**src/rtl/dsp_operand_fanout.sv**
```systemverilog
// Operand sequencer: frames a serial A,B,C stream and fans each triple out to three AXI streams.
// Optional build macro DSP_OPERAND_OVERLAP_EN overlaps collection of the next triple with presentation.
module dsp_operand_fanout #(
    parameter int WIDTH = 16
) (
    input  logic             clk,
    input  logic             rst,
    input  logic [WIDTH-1:0] input_tdata,
    input  logic             input_tvalid,
    output logic             input_tready,
    input  logic             input_tlast,
    output logic [WIDTH-1:0] output_a_tdata,
    output logic             output_a_tvalid,
    input  logic             output_a_tready,
    output logic [WIDTH-1:0] output_b_tdata,
    output logic             output_b_tvalid,
    input  logic             output_b_tready,
    output logic [WIDTH-1:0] output_c_tdata,
    output logic             output_c_tvalid,
    input  logic             output_c_tready,
    output logic             frame_error
);

    typedef enum logic [1:0] {
        COLLECT_A,
        COLLECT_B,
        COLLECT_C,
        DROP
    } state_t;

    state_t           state, state_next;
    logic [WIDTH-1:0] a_hold, b_hold;
    logic             loaded, done_a, done_b, done_c;
    logic             hs_a, hs_b, hs_c, retire, accept, load, err_next;

    assign output_a_tvalid = loaded & ~done_a;
    assign output_b_tvalid = loaded & ~done_b;
    assign output_c_tvalid = loaded & ~done_c;

    assign hs_a   = output_a_tvalid & output_a_tready;
    assign hs_b   = output_b_tvalid & output_b_tready;
    assign hs_c   = output_c_tvalid & output_c_tready;
    assign retire = loaded & (done_a | hs_a) & (done_b | hs_b) & (done_c | hs_c);

`ifdef DSP_OPERAND_OVERLAP_EN
    // Only the completing C word must wait for the present stage to free up.
    assign input_tready = ~rst & ~((state == COLLECT_C) & loaded & ~retire);
`else
    assign input_tready = ~rst & ~loaded;
`endif

    assign accept = input_tvalid & input_tready;

    always_comb begin
        state_next = state;
        err_next   = 1'b0;
        load       = 1'b0;
        if (accept) begin
            case (state)
                COLLECT_A: begin
                    if (input_tlast) err_next = 1'b1;
                    else             state_next = COLLECT_B;
                end
                COLLECT_B: begin
                    if (input_tlast) begin
                        err_next   = 1'b1;
                        state_next = COLLECT_A;
                    end else begin
                        state_next = COLLECT_C;
                    end
                end
                COLLECT_C: begin
                    if (input_tlast) begin
                        load       = 1'b1;
                        state_next = COLLECT_A;
                    end else begin
                        err_next   = 1'b1;
                        state_next = DROP;
                    end
                end
                DROP: begin
                    if (input_tlast) state_next = COLLECT_A;
                end
                default: state_next = COLLECT_A;
            endcase
        end
    end

    always_ff @(posedge clk or posedge rst) begin
        if (rst) begin
            state       <= COLLECT_A;
            frame_error <= 1'b0;
            a_hold      <= '0;
            b_hold      <= '0;
        end else begin
            state       <= state_next;
            frame_error <= err_next;
            if (accept && state == COLLECT_A) a_hold <= input_tdata;
            if (accept && state == COLLECT_B) b_hold <= input_tdata;
        end
    end

    // A load on the retiring edge takes priority so the next triple follows with no valid gap.
    always_ff @(posedge clk or posedge rst) begin
        if (rst) begin
            output_a_tdata <= '0;
            output_b_tdata <= '0;
            output_c_tdata <= '0;
            loaded         <= 1'b0;
            done_a         <= 1'b0;
            done_b         <= 1'b0;
            done_c         <= 1'b0;
        end else if (load) begin
            output_a_tdata <= a_hold;
            output_b_tdata <= b_hold;
            output_c_tdata <= input_tdata;
            loaded         <= 1'b1;
            done_a         <= 1'b0;
            done_b         <= 1'b0;
            done_c         <= 1'b0;
        end else if (retire) begin
            loaded <= 1'b0;
            done_a <= 1'b0;
            done_b <= 1'b0;
            done_c <= 1'b0;
        end else begin
            done_a <= done_a | hs_a;
            done_b <= done_b | hs_b;
            done_c <= done_c | hs_c;
        end
    end

endmodule

```
**config.mk**
```make
export PLATFORM = sky130hd
export DESIGN_NAME = dsp_operand_fanout
export DESIGN_NICKNAME = d
export VERILOG_FILES = /design/src/rtl/dsp_operand_fanout.sv
export SDC_FILE = /design/constraint.sdc
export NUM_CORES = 1
export LEC_CHECK = 0
export CAP_MARGIN = 20
export CORE_ASPECT_RATIO = 0.6
export CORE_UTILIZATION = 45
export DETAILED_ROUTE_END_ITERATION = 7
export GPL_ROUTABILITY_DRIVEN = 0
export PLACE_DENSITY_LB_ADDON = 0.08
export SLEW_MARGIN = 10
export SYNTH_ARGS = -nofsm -noshare
export SYNTH_HDL_FRONTEND = slang
export SYNTH_SLANG_ARGS = --single-unit
```
**constraint.sdc**
```tcl
create_clock -name clk -period 2.7 [get_ports clk]
set_input_delay 0.54 -clock clk [delete_from_list [all_inputs] [get_ports clk]]
set_output_delay 0.54 -clock clk [all_outputs]
set_load 0.02 [all_outputs]
```
==> results.ini <==
[layout]
mostFrequentLayoutCells = dfrtp_1, mux2_2, clkdlybuf4s50_1
final_layout_size_suffix_gt1_frac = 0.368
nFillCells = 542
syn2layout_area_growth_pct = 34.4
fin_nets = 309
mostFrequentLayoutCell = dfrtp_1
diodes = 0

[sta]
slew_viol_final = 0
fin_tns_setup_ns = 0
max_freq_mhz = 429
fin_crit_sh = 0.863
period_needed_ns = 2.33
hold_ws_ns = 0.502
rsz0062_at_grt = false
clock_skew_ns = 0.00516
finalSetupViolCount = 0
worst_slew_pin_slew_ns = 0.461
hold_violations = 0
slew_headroom = 0.692

[floorplanning]
die_y_um = 68.9
core_um2 = 6940
initial_core_util = 0.484
die_x_um = 114
dieArea_um2 = 7820
rows = 23
io_pins = 76

[yosys]
syn-cell-area_um2 = 3360
syn_area_per_cell_um2 = 16.6
synthTopCellsByArea = dfrtp_1, mux2_2, buf_6
ys_seq_elements = 87
synth_top_cell_by_area = dfrtp_1
yosysWarnings = 0
synth_fp_nets = 225
synth.top_cell.area_share = 0.649
ys_seq_area_frac = 0.649
synth_cell_types = 20
netlist_instances = 202

[detailed_routing]
routed_wl_mm = 6.09
dr_total_vias = 1921
drtPass1Iterations = 4
antenna_left = 0
viasPerCell = 4.91
drc_errors = 0
wl_per_cell_um = 15.6
drt_iter0_markers = 58

[clock_tree]
cts_tree = built
postCtsHoldBufs = 0
cts.sinks = 87
cts_max_path_buffers = 2
cts.clk_slew.worst_paths_ns = 0.05
cts_resized = 0
post_cts_buffers = 0
numCtsBuffers = 9
cts-root-buf = clkbuf_16
htree_num_levels = 3
insertion_delay_ns = 0.33

[critical_path]
cp-end-kind = output port
arrival_ns = 1.79
critPathLaunchType = input pin
crit_fanout = 3
critPathRequiredTime_ns = 2.16
path_class = in -> out

[global_route]
antenna_found_initial = 0
grt.total_usage = 0.173
grt_overflow = 0
grt_pass1_wl_mm = 9.92
grt_pass1_vias = 1920
grt_max_degree = 88

[place]
portBuffers = 75
dp_hpwl_mm = 4.01

[run_status]
status = finished, final reports clean

[run]
max_cap_violations = 0

[power]
p_per_area_nw_per_um2 = 1170
p_leak_nw = 1.97
max-vdd-ir-drop_uv = 588

[worst_hold_path]
worstHoldPathType = reg -> reg

## critical path: stages
cell and delay [ns]:
clkdlybuf4s50_1 0.51, nor2_1 0.14, clkdlybuf4s50_1 0.60
## worst paths after layout
path / from / end / slack (ns) / depth (start not counted)
max: rst / input_tready / 0.37 / 3
min in group asynchronous: rst / frame_error / 0.78 / 3
max in group asynchronous: rst / output_a_tdata[9] / 1.55 / 3
min reg2reg: a_hold[0] / a_hold[0] / 0.50 / 1
max reg2reg: loaded / output_c_tdata[13] / 0.95 / 4
min: a_hold[0] / a_hold[0] / 0.50 / 1
## flip-flops by register name (all words and copies together), names as in the netlist
| name | cells |
|---|---|
| a_hold | 16 |
| b_hold | 16 |
| output_a_tdata | 16 |
| output_b_tdata | 16 |
| output_c_tdata | 16 |
| state | 2 |
| done_a | 1 |
| done_b | 1 |
| done_c | 1 |
| frame_error | 1 |
| loaded | 1 |
## stage by stage
stage	area [um2]	setup slack (ns)	utilization	total power [W]	std cells
finish	4510	0.369	0.650	0.00530	391
global route	4510	0.310	0.650	0.00558	391
CTS	4510	0.362	0.650	0.00536	391
detailed placement	4220	0.321	0.608	0.00414	375
global placement	4220	0.360	0.608	0.00408	375
floorplan	3360	0.850	-	0.00328	202
## layout make-up
class | count | area (um2) | share of cell area
multi-input combinational | 104 | 1080 | 0.239
timing repair buffer | 82 | 828 | 0.184
inverter | 2 | 11.3 | 0.00250
clock inverter | 4 | 45.0 | 0.00999
sequential | 87 | 2180 | 0.483
tap | 100 | 125 | 0.0277
clock buffer | 12 | 246 | 0.0546
## logic make-up after synthesis
kind of cell	synth area share
muxes	0.268
and+or+nand+nor	0.0321
DFF	0.649
AOI/OAI and AO/OA	0.0205
buffers and inverters	0.0306
## where the power goes
part | switching [W] | total (W) | internal [W]
sequential | 0.000335 | 0.00223 | 0.00189
combinational | 0.000801 | 0.00187 | 0.00107
clock | 0.000463 | 0.00120 | 0.000737
## routing by layer
metal | up-vias | track usage | share of wire
li1 | 886 | - | -
met1 | 979 | 0.238 | 0.51
met3 | 6 | 0.0691 | 0.052
met5 | - | 0 | 0
met4 | 0 | 0.0543 | 0.0059
met2 | 50 | 0.252 | 0.43
## Yosys cell counts
cell type / count
nor3_1: 3
inv_1: 2
dfrtp_1: 87
nand3b_2: 1
buf_8: 1
a21oi_1: 5
nor2b_1: 1
buf_2: 1
o211a_1: 1
o221a_2: 1
buf_4: 1
mux2_2: 80
nor3b_4: 2
nand2_1: 1
nor2_1: 4
o21bai_1: 1
nor3b_1: 1
buf_6: 6
and4b_2: 1
o21a_1: 2
Note: power is estimated with default switching activity, not from simulation.
